--- config.mk ---
export PLATFORM = sky130hd
export DESIGN_NAME = shift_sequencer
export DESIGN_NICKNAME = d
export VERILOG_FILES = /design/src/rtl/alu_pkg.sv /design/src/rtl/shift_step_sel.sv /design/src/rtl/shift_sequencer.sv
export SDC_FILE = /design/constraint.sdc
export NUM_CORES = 1
export LEC_CHECK = 0
export ABC_CLOCK_PERIOD_IN_PS = 2350
export CAP_MARGIN = 20
export CORE_ASPECT_RATIO = 1.5
export CORE_MARGIN = 2
export CORE_UTILIZATION = 40
export DETAILED_ROUTE_END_ITERATION = 8
export PLACE_DENSITY = 0.78
export SETUP_SLACK_MARGIN = 0.5
export SKIP_CTS_REPAIR_TIMING = 1
export SYNTH_ARGS = -nofsm -noshare
export SYNTH_HDL_FRONTEND = slang
export SYNTH_SLANG_ARGS = --single-unit
--- constraint.sdc ---
create_clock -name clk -period 2.35 [get_ports clk]
set_clock_uncertainty 0.05 [all_clocks]
set_input_delay 0.235 -clock clk [delete_from_list [all_inputs] [get_ports clk]]
set_output_delay 0.235 -clock clk [all_outputs]
set_load 0.01 [all_outputs]
--- src/rtl/alu_pkg.sv ---
// Shared ALU definitions used by the shift sequencer and the ALU controller.
//   - ALU control codes (AND plus the native 1/2/8 shift operations)
//   - Function codes selecting the shift type
//   - Sequencer state encoding and latched shift-type encoding
package alu_pkg;

    localparam logic [5:0] ALU_AND  = 6'h00;
    localparam logic [5:0] ALU_SLL1 = 6'h0A;
    localparam logic [5:0] ALU_SLL2 = 6'h0B;
    localparam logic [5:0] ALU_SLL8 = 6'h0C;
    localparam logic [5:0] ALU_SRL1 = 6'h0D;
    localparam logic [5:0] ALU_SRL2 = 6'h0E;
    localparam logic [5:0] ALU_SRL8 = 6'h0F;
    localparam logic [5:0] ALU_SRA1 = 6'h10;
    localparam logic [5:0] ALU_SRA2 = 6'h11;
    localparam logic [5:0] ALU_SRA8 = 6'h12;

    localparam logic [5:0] FN_SLL = 6'h00;
    localparam logic [5:0] FN_SRL = 6'h02;
    localparam logic [5:0] FN_SRA = 6'h03;

    typedef enum logic [1:0] {
        IDLE,
        SHIFT,
        DONE
    } state_t;

    typedef enum logic [1:0] {
        SK_SLL,
        SK_SRL,
        SK_SRA
    } shift_kind_t;

endpackage

--- src/rtl/shift_step_sel.sv ---
// Combinational step selector for the shift sequencer.
// Picks the largest native ALU shift (8, 2 or 1) that does not exceed the
// remaining amount and the matching ALU control code for the latched type.
// Ports:
//   i_rem   remaining shift amount (non-zero while in use)
//   i_kind  latched shift type
//   o_step  amount consumed by this step
//   o_ctrl  ALU control code for this step
module shift_step_sel
    import alu_pkg::*;
#(
    parameter int unsigned SHAMT_W = 5
) (
    input  logic [SHAMT_W-1:0] i_rem,
    input  shift_kind_t        i_kind,
    output logic [SHAMT_W-1:0] o_step,
    output logic [5:0]         o_ctrl
);

    logic [5:0] w_base;
    logic [5:0] w_offset;

    always_comb begin
        w_base = ALU_SLL1;
        case (i_kind)
            SK_SLL:  w_base = ALU_SLL1;
            SK_SRL:  w_base = ALU_SRL1;
            SK_SRA:  w_base = ALU_SRA1;
            default: w_base = ALU_SLL1;
        endcase
    end

    // Codes within each shift type are laid out as 1, 2, 8 consecutively.
    always_comb begin
        o_step   = SHAMT_W'(1);
        w_offset = 6'd0;
        if (i_rem >= SHAMT_W'(8)) begin
            o_step   = SHAMT_W'(8);
            w_offset = 6'd2;
        end else if (i_rem >= SHAMT_W'(2)) begin
            o_step   = SHAMT_W'(2);
            w_offset = 6'd1;
        end
    end

    assign o_ctrl = w_base + w_offset;

endmodule

--- src/rtl/shift_sequencer.sv ---
// Multi-cycle SLL/SRL/SRA sequencer driving the shared ALU with 8/2/1 steps.
// The ALU result is fed back into the accumulator each SHIFT cycle; the final
// value is returned with a one-cycle done pulse and held until the next start.
// Optional feature macro: SHIFT_SEQ_STATS_EN adds step_count, a saturating
// 16-bit count of issued ALU steps, cleared only by reset.
// Ports:
//   clk, reset     clock; synchronous active-low reset
//   start          request, sampled only in IDLE
//   func, shamt    function code and shift amount, sampled at acceptance
//   operand        value to shift, sampled at acceptance
//   alu_result     combinational ALU output for alu_a/alu_ctrl
//   alu_a          ALU operand (accumulator)
//   alu_ctrl       ALU control code (AND outside SHIFT)
//   busy           pipeline stall, high in SHIFT and DONE
//   done           one-cycle completion pulse
//   result         final shifted value
//   step_count     (SHIFT_SEQ_STATS_EN only) saturating step counter
module shift_sequencer
    import alu_pkg::*;
#(
    parameter int unsigned DATA_W  = 32,
    parameter int unsigned SHAMT_W = 5
) (
    input  logic               clk,
    input  logic               reset,
    input  logic               start,
    input  logic [5:0]         func,
    input  logic [SHAMT_W-1:0] shamt,
    input  logic [DATA_W-1:0]  operand,
    input  logic [DATA_W-1:0]  alu_result,
    output logic [DATA_W-1:0]  alu_a,
    output logic [5:0]         alu_ctrl,
    output logic               busy,
    output logic               done,
    output logic [DATA_W-1:0]  result
`ifdef SHIFT_SEQ_STATS_EN
    ,
    output logic [15:0]        step_count
`endif
);

    state_t             r_state;
    shift_kind_t        r_kind;
    logic [DATA_W-1:0]  r_acc;
    logic [SHAMT_W-1:0] r_rem;
    logic [DATA_W-1:0]  r_result;
    logic               r_done;
    logic               r_busy;

    logic [SHAMT_W-1:0] w_step;
    logic [5:0]         w_ctrl;
    logic               w_func_ok;
    shift_kind_t        w_kind;

    shift_step_sel #(
        .SHAMT_W (SHAMT_W)
    ) u_step_sel (
        .i_rem  (r_rem),
        .i_kind (r_kind),
        .o_step (w_step),
        .o_ctrl (w_ctrl)
    );

    always_comb begin
        w_func_ok = 1'b1;
        w_kind    = SK_SLL;
        case (func)
            FN_SLL:  w_kind = SK_SLL;
            FN_SRL:  w_kind = SK_SRL;
            FN_SRA:  w_kind = SK_SRA;
            default: w_func_ok = 1'b0;
        endcase
    end

    always_ff @(posedge clk) begin
        if (!reset) begin
            r_state  <= IDLE;
            r_kind   <= SK_SLL;
            r_acc    <= '0;
            r_rem    <= '0;
            r_result <= '0;
            r_done   <= 1'b0;
            r_busy   <= 1'b0;
        end else begin
            case (r_state)
                IDLE: begin
                    r_done <= 1'b0;
                    if (start) begin
                        r_acc  <= operand;
                        r_busy <= 1'b1;
                        if (w_func_ok && (shamt != '0)) begin
                            r_rem   <= shamt;
                            r_kind  <= w_kind;
                            r_state <= SHIFT;
                        end else begin
                            // Pass-through: no ALU operations issued.
                            r_result <= operand;
                            r_done   <= 1'b1;
                            r_state  <= DONE;
                        end
                    end
                end
                SHIFT: begin
                    r_acc <= alu_result;
                    r_rem <= r_rem - w_step;
                    // Result is registered on DONE entry so it is valid with done.
                    if (r_rem == w_step) begin
                        r_result <= alu_result;
                        r_done   <= 1'b1;
                        r_state  <= DONE;
                    end
                end
                DONE: begin
                    r_done  <= 1'b0;
                    r_busy  <= 1'b0;
                    r_state <= IDLE;
                end
                default: begin
                    r_done  <= 1'b0;
                    r_busy  <= 1'b0;
                    r_state <= IDLE;
                end
            endcase
        end
    end

    assign alu_a    = r_acc;
    assign alu_ctrl = (r_state == SHIFT) ? w_ctrl : ALU_AND;
    assign busy     = r_busy;
    assign done     = r_done;
    assign result   = r_result;

`ifdef SHIFT_SEQ_STATS_EN
    logic [15:0] r_step_count;

    always_ff @(posedge clk) begin
        if (!reset) begin
            r_step_count <= '0;
        end else if ((r_state == SHIFT) && (r_step_count != '1)) begin
            r_step_count <= r_step_count + 16'd1;
        end
    end

    assign step_count = r_step_count;
`endif

endmodule

-- Word-level counts from Yosys, hierarchy flattened
Index checks and enable logic that the tools add are counted.
- $mul: 0
- div/mod/pow operators: 0
- $lt $le $gt $ge: 2
- shifts and indexed selects: 0
- add/sub/neg operators: 2
- muxes and demuxes: 27
- equal/unequal tests: 10
- bitwise logic cells: 1
- reductions and logical operators: 12
- operator list (kind ; number):
    two-way mux 32 bit ; 4
    one-hot mux 32 bit (2 select lines) ; 2
    one-hot mux 5 bit (2 select lines) ; 2
    two-way mux 5 bit ; 3
    == test 6 x 2 -> 1 bit (second input constant) ; 2
    two-way mux 6 bit ; 2
    two-way mux 2 bit ; 4
    inequality test 2 bit (second input constant) ; 4
    one-hot mux 2 bit (2 select lines) ; 2
    adder 5 x 6 -> 6 bit ; 1
    zero test 6 bit ; 1
    two-way mux 1 bit ; 6
    AND reduction 2 bit ; 3
    AND reduction 3 bit ; 2
    == test 5 bit ; 1
    greater-or-equal comparator 5 x 2 -> 1 bit (second input constant) ; 1
    greater-or-equal comparator 5 x 4 -> 1 bit (second input constant) ; 1
    nonzero test 5 bit ; 1
    subtractor 5 bit ; 1
    == test 2 x 1 -> 1 bit (second input constant) ; 2
    one-hot mux 1 bit (2 select lines) ; 2
    AND reduction 4 bit ; 1
    OR reduction 3 bit ; 1
    == test 2 bit (second input constant) ; 1
    other kinds (4) ; 4
- bits in writable memories: 0
- memories kept: 0
- ROM bits: 0
- latch bits: 0
- bits in registers: 75
- output and inout bits: 72
- bits of input ports: 78

-- Longest topological paths before layout
Gate-level depths: netlist of the first run.
- depth after elaboration: 7
- depth in mapped cells: 12
- depth with buffers taken out: 11

-- Hierarchy
A second synthesis of the first run with hierarchy kept.
- cell total of the unflattened synthesis: 373
- area, all modules: 3712.3 um^2
- by module, submodules not included (module ; cells an instance ; times used ; area each (um^2) ; sequential area each (um^2)):
    shift_sequencer ; 353 ; 1 ; 3548.4 ; 1501.4
    shift_step_sel ; 20 ; 1 ; 163.9 ; 0.0

-- Worst setup path after synthesis of the first run
OpenSTA, ideal clock, no wires.
- kind: reg-to-reg
- start point: reg r_rem[4]
- end point: reg r_rem[4]
- data arrival time: 2.020 ns
- stages on the path, launching flop included: 13
- required time: 2.168 ns
- path buffers: 1
- path slack: 0.147 ns
- setup time: 0.132 ns
- clock period less this slack: 2.203 ns
- cells stage by stage: dfxtp_1 clkbuf_1 nor2_1 o21ai_0 inv_1 nor3_1 ha_1 inv_1 fa_1 o211ai_1 o31ai_1 a22oi_1 a21oi_1
- longest elaborated chain between the ends: 5
- RTL lines (what ; RTL line ; text):
    from (decl) ; shift_sequencer.sv:45 ; logic [SHAMT_W-1:0] r_rem;
    from (signal assigned) ; shift_sequencer.sv:92 ; r_rem <= shamt;
    from (signal assigned) ; shift_sequencer.sv:105 ; r_rem <= r_rem - w_step;
    greater-or-equal comparator 5 x 2 -> 1 bit ; shift_step_sel.sv:40 ; end else if (i_rem >= SHAMT_W'(2)) begin
    two-way mux 2 bit ; shift_step_sel.sv:40 ;
    two-way mux 5 bit ; shift_step_sel.sv:37 ; if (i_rem >= SHAMT_W'(8)) begin
    subtractor 5 bit (*) ; shift_sequencer.sv:105 ;
    one-hot mux 5 bit (2 select lines) (*) ; shift_sequencer.sv:85 ; case (r_state)
Mark *: on every way between the ends. The rest lies on a longest branch, timed or not.
A chain may end at the register's enable or synchronous reset.

-- Final worst setup path of the first run
- start point: reg r_rem[3]
- end point: reg r_result[29] (netlist: result[29])
- longest elaborated chain between the ends: 6
- RTL lines (what ; RTL line ; text):
    greater-or-equal comparator 5 x 2 -> 1 bit ; shift_step_sel.sv:40 ;
    two-way mux 2 bit ; shift_step_sel.sv:40 ;
    two-way mux 5 bit ; shift_step_sel.sv:37 ;
    == test 5 bit (*) ; shift_sequencer.sv:107 ; if (r_rem == w_step) begin
    inequality test 2 bit (no line) (*) ; -- ;
    AND reduction 4 bit (no line) (*) ; -- ;
    to (signal assigned) ; shift_sequencer.sv:97 ; r_result <= operand;
    to (signal assigned) ; shift_sequencer.sv:108 ; r_result <= alu_result;
    to (decl) ; shift_sequencer.sv:46 ; logic [DATA_W-1:0] r_result;
Marks and branches as above.

==> results of run 1 <==
[synth_stat cells (2+ instances only)]
master	count	share of area
a31oi_1	3	0.0049
buf_6	3	0.0089
nor2b_1	2	0.0033
mux2i_1	64	0.17
dfxtp_1	75	0.40
a211oi_1	33	0.065
ha_1	7	0.023
buf_2	3	0.0040
nand3_1	2	0.0026
o211ai_1	34	0.067
clkbuf_1	27	0.027
nor3_1	4	0.0053
inv_1	8	0.0079
and2_1	3	0.0049
nand2_1	37	0.037
or2_2	32	0.053
a21oi_1	7	0.0092
nor2_1	40	0.040
nand2b_1	2	0.0033
o21ai_0	6	0.0079
[through the flow]
step	std cells	util	instance area, µm²
after floorplan	416	-	3830
after global placement	659	0.587	5440
after detailed placement	659	0.587	5440
after CTS	674	0.617	5710
after global routing	683	0.638	5900
final	683	0.638	5900
[where the power goes]
| group | total (mW) | internal [mW] | switching [mW] |
|---|---|---|---|
| combinational | 0.729 | 0.426 | 0.303 |
| sequential | 1.41 | 1.36 | 0.0503 |
| clock | 1.25 | 0.735 | 0.518 |
[flip-flops by register name, indices dropped and copies added, names as in the netlist]
| register | count |
|---|---|
| alu_a | 32 |
| result | 32 |
| r_rem | 5 |
| r_kind | 2 |
| r_state | 2 |
| busy | 1 |
| done | 1 |
[layout make-up]
type | count | area (µm²) | area share
clock inverter | 4 | 27.5 | 0.00467
timing repair buffer | 174 | 1720 | 0.292
multi-input combinational | 299 | 2220 | 0.376
sequential | 75 | 1520 | 0.257
tap | 112 | 140 | 0.0238
inverter | 8 | 30.0 | 0.00509
clock buffer | 11 | 243 | 0.0411
[logic make-up after synthesis]
family          after synthesis
xor+xnor                      2
buf+inv                      42
flops                        75
mux                          64
simple gates                132
compound gates               93
fa+ha+maj                     8
[layer usage]
metal  global-route usage  vias to the layer above  routed length [µm]
li1                     -                     1799                   -
met5                    0                        -                   0
met2                0.394                      120                6520
met4                0.123                        0                 451
met3               0.0334                       36                 505
met1                0.239                     1724                4520
[worst min-delay path, stage by stage]
cell and delay [ns]:
buf_2 0.12, inv_1 0.20, a211oi_1 0.07
[worst paths after layout]
kind	from	end	slack [ns]	cells past startpoint
worst min-delay path	reset	alu_a[14]	0.29	3
worst min register to register	result[27]	result[27]	0.41	2
worst max register to register	r_rem[3]	result[29]	0.27	10
worst max-delay path	r_rem[3]	result[29]	0.27	10
==> results.md, run 1 <==
- Avg Cell Area, Syn: 9.13 µm²
- Max incr delay on CP: 0.38 ns
- Row count: 43
- Post-route ant nets: 0
- RSZ-0062 raised after global routing: true
- Count of cell types in the netlist: 44
- CTS tree: done
- XOR/XNOR Fraction of Synth Area: 0.00461
- Post-synthesis instance area: 0.00380 mm²
- Initial core utilization: 0.410
- Maximum operating frequency: 0.481 GHz
- Number of remaining DRC errors: 0
- Buffer depth of the longest clock path: 2
- Setup ws final: 0.270 ns
- WL per Instance: 17.6 µm
- Final setup vio count: 0
- Leading cell type in the layout, fill and taps excluded: clkdlybuf4s50_1
- IO Port Bufs: 149
- Worst Path Max Fanout: 9
- H-tree levels: 3
- Yosys Warn Count: 0
- Synth-to-Final Area Change: 55.3%
- Num CTS Buffers: 9
- WP buf/inv: 2
- Core Box Area: 0.00925 mm²
- Final min period: 2.08 ns
- Synth Area in Compound Gates: 0.178
- Total global routing overflow: 0
- Sequential area share after synthesis: 0.395
- GRT Util Overall: 0.217
- Hold Path Class: input port to flip-flop
- Max VDD drop: 0.000439 V
- Worst-path clk slew: 0.06 ns
- Share of cells above drive strength 1: 0.193
- Wirelength, routed: 12.0 mm
- Fraction of the mapped netlist area in simple logic gates: 0.176
- Static leakage: 2.37 nW
- GP Congestion: 0.859
- Antenna cells: 0
- Critical-path top delay cell: dfxtp_4
- Initial antenna violation count: 0
- EDFF count, synth: 0
- Max Cap Viol: 0
- 1st-pass router iterations: 4
- Root Driver: clkbuf_16
- 1st-iter DRT viols: 180
- Worst slew margin: 0.554
- Pin count of the biggest net entering global routing: 67
- # IOs: 150
- Cell Pwr Density: 574 mW/mm²
- CP startpoint kind: flip-flop
- Hold_ws: 0.294 ns
- Clock Sinks: 75
- Dpl hpwl: 8.23 mm
- Final hold vios: 0
- Vias: 3679
- Final Power: 3.39 mW
- Post-synthesis register bit count: 75
- Measured slew at the worst slew-check pin: 0.668 ns
- Post-Synthesis Cells: 416
- Routed vias/inst: 5.39
- Final Cycle Share: 0.885
- Die W: 83.6 µm
- Top delay family on crit path: simple AND/OR/NAND/NOR gates
- Die area: 0.0103 mm²
- Post-synthesis mux area share: 0.169
- Critical Path AT: 2.29 ns
- Most frequent cells in the layout: 142 x clkdlybuf4s50_1, 69 x dfxtp_1, 64 x mux2i_1
- Filler cells: 792
- First-pass GRT wire length: 17.8 mm
- Primary FF master, synth: dfxtp_1
- Setup TNS: 0 ns
- Layout Nets: 653
- Largest family of logic cells by synthesized area: compound AO/OA/AOI/OAI gates
- Crit Path Category: flip-flop to flip-flop
- Run status: complete, no violations
- Die Y: 123 µm
- Setup crit end kind: flip-flop
- Worst-Skew Late Latency: 0.33 ns
- Vias in the first global route: 3610
- Critical path required time: 2.56 ns
- Worst path cell trace: nor2_4 -> o21ai_4 -> inv_2 -> nor3_2 -> ha_1 -> nand4bb_1 -> nor2_2 -> a21oi_4 -> clkbuf_16 -> mux2i_1
- Post-synthesis adder-cell area fraction: 0.0283
- Final Slew Violations: 0
- Async SR Flop Fraction: 0
- Place WS: -0.0139 ns
- Net Count, Synth: 502
Note: power is estimated with default switching activity, not from simulation.
==> inputs of run 2 (changes only) <==
--- a/config.mk
+++ b/config.mk
@@ -9,9 +9,8 @@
 export CAP_MARGIN = 20
 export CORE_ASPECT_RATIO = 1.5
 export CORE_MARGIN = 2
-export CORE_UTILIZATION = 40
+export CORE_UTILIZATION = 32
 export DETAILED_ROUTE_END_ITERATION = 8
-export PLACE_DENSITY = 0.78
 export SETUP_SLACK_MARGIN = 0.5
 export SKIP_CTS_REPAIR_TIMING = 1
 export SYNTH_ARGS = -nofsm -noshare
==> results.md, run 2 (synthesized netlist as in run 1, its figures left out) <==
- GP Congestion: 0.845 (-1.6%)
- Placed Area: 0.00552 mm² (+1.5%)
- Top delay family on crit path: adder cells
- Worst slew margin: 0.663 (+0.109)
- Final Power: 3.50 mW (+3.3%)
- Run status: complete, no violations
- Final setup vio count: 0 (unchanged)
- Root Driver: clkbuf_16
- Total global routing overflow: 0 (unchanged)
- Buffer depth of the longest clock path: 2 (unchanged)
- Footprint of the multi-input gates: 0.00226 mm² (+2.0%)
- Wirelength, routed: 12.9 mm (+7.7%)
- Hold path endpoint: result[18]
- R2R setup slack: 0.35 ns (+0.08 ns)
- Post-route ant nets: 0 (unchanged)
- Measured slew at the worst slew-check pin: 0.505 ns (-0.164 ns)
- Cell Pwr Density: 567 mW/mm² (-1.2%)
- Max VDD drop: 0.000333 V (-24%)
- Worst-Skew Late Latency: 0.32 ns (about the same)
- Critical path required time: 2.07 ns (-0.49 ns)
- CP startpoint kind: flip-flop
- Routed vias/inst: 5.12 (-4.9%)
- Worst-path clk slew: 0.06 ns (about the same)
- Setup TNS: 0 ns (unchanged)
- Setup ws final: 0.270 ns (+0.000320 ns)
- Hold path start: reset
- Worst path cell trace: inv_2 -> ha_4 -> o21a_1 -> nor2_1 -> ha_2 -> nor2_2 -> xor2_1 -> nor2_1 -> buf_2
- Max incr delay on CP: 0.35 ns (-0.03 ns)
- R2R depth: 11 (+1)
- Initial antenna violation count: 0 (unchanged)
- WL per Instance: 17.7 µm (+0.93%)
- Static leakage: 2.48 nW (+4.6%)
- Leading cell type in the layout, fill and taps excluded: clkdlybuf4s50_1
- # IOs: 150 (unchanged)
- Hold Path Class: input port to flip-flop
- Number of remaining DRC errors: 0 (unchanged)
- Die W: 93.0 µm (+11%)
- Core Box Area: 0.0115 mm² (+25%)
- Share of cells above drive strength 1: 0.214 (+0.0215)
- Final hold vios: 0 (unchanged)
- GRT busiest layer: met2
- Vias in the first global route: 3747 (+3.8%)
- Hold Path Depth: 3 (unchanged)
- H-tree levels: 3 (unchanged)
- Vias: 3735 (+1.5%)
- Pin count of the biggest net entering global routing: 51 (-24%)
- Final Cycle Share: 0.885 (about the same)
- Fin util: 0.535 (-0.102)
- Clock Sinks: 75 (unchanged)
- Antenna cells: 0 (unchanged)
- Place WS: 0.0567 ns (+0.0706 ns)
- Max Cap Viol: 0 (unchanged)
- R2R Path End: result[3]
- RR Startpoint: r_rem[4]
- Grt met2 use: 0.335 (-0.0595)
- Maximum operating frequency: 0.481 GHz (about the same)
- Placed cells: 699 (+6.1%)
- Row count: 48 (+12%)
- Final Non-Filler Cells: 729 (+6.7%)
- First-pass GRT wire length: 18.7 mm (+5.1%)
- GRT Util Overall: 0.186 (-0.0304)
- Initial core utilization: 0.329 (-0.0811)
- CTS tree: done
- Final Slew Violations: 0 (unchanged)
- Reg area: 0.00153 mm² (+0.58%)
- 1st-iter DRT viols: 102 (-43%)
- Critical-path top delay cell: dfxtp_4
- Critical Path AT: 1.79 ns (-0.50 ns)
- Synth-to-Final Area Change: 62.5%
- Num CTS Buffers: 9 (unchanged)
- Worst Path Max Fanout: 3 (-6)
- WP buf/inv: 2 (unchanged)
- Most frequent CP cell: nor2_1
- IO Port Bufs: 149 (unchanged)
- Dpl hpwl: 8.61 mm (+4.6%)
- Crit Path Category: flip-flop to primary output
- RSZ-0062 raised after global routing: true
- 1st-pass router iterations: 4 (unchanged)
- Die area: 0.0128 mm² (+24%)
- Final min period: 2.08 ns (-0.000320 ns)
- Layout Nets: 660 (+1.1%)
- Most frequent cells in the layout: 142 x clkdlybuf4s50_1, 68 x dfxtp_1, 63 x mux2i_1
- Setup crit end kind: primary output
- Die Y: 137 µm (+11%)
- Hold_ws: 0.323 ns (+0.0292 ns)
- GR Util met1: 0.204 (-0.0353)
- Filler cells: 1081 (+36%)
- Met3 GRT Util: 0.0312 (-0.00220)
- Post-route cell area: 0.00617 mm² (+4.6%)
-- run 2: changes by cell type in the layout (fill, tap and decap cells not counted), sizes merged --
cell / before / now
clkbuf: 15 / 16
dlymetal6s2s: 2 / 3
clkinv: 1 / 4
clkinvlp: 3 / 0
buf: 26 / 32
-- run 2: final cells by class --
type                    count  area share
clock buffers              12      0.0432
clock inverters             4     0.00385
inverters                   8     0.00486
multi-input cells         299       0.367
flip-flops and latches     75       0.247
well taps                 150      0.0304
repair buffers            181       0.304
-- run 2: worst reg2reg max path, stage by stage (launching register included) --
cell and delay [ns]:
dfxtp_4 0.37, nor2_4 0.13, o21ai_4 0.08, inv_2 0.10, nor3_4 0.05, ha_4 0.26, nand4bb_1 0.17, nor2_2 0.18
a21oi_4 0.05, buf_12 0.15, clkbuf_16 0.18, mux2i_1 0.12
-- run 2: metal layers --
layer / vias to the layer above / wire length [µm]
met5: - / 0
met4: 0 / 431
met3: 29 / 557
met2: 120 / 6890
met1: 1770 / 5040
li1: 1816 / -
-- run 2: power by group --
group          internal (mW)  leakage, nW  switching (mW)
combinational          0.451         1.71           0.319
clock                  0.798        0.148           0.531
sequential              1.35        0.622          0.0499
total                   2.60         2.48           0.900
-- run 2: how the worst max path moves through the flow --
stage / startpoint / to / slack, ns / cells after the start
floorplan: r_rem[4] / result[10] / 0.40 / 11
CTS: r_kind[0] / alu_ctrl[2] / -0.30 / 9
global placement: r_kind[0] / alu_ctrl[2] / 0.09 / 9
global route: r_kind[0] / alu_ctrl[2] / 0.18 / 9
finish: r_kind[0] / alu_ctrl[2] / 0.27 / 9
detailed placement: r_kind[0] / alu_ctrl[2] / 0.06 / 9
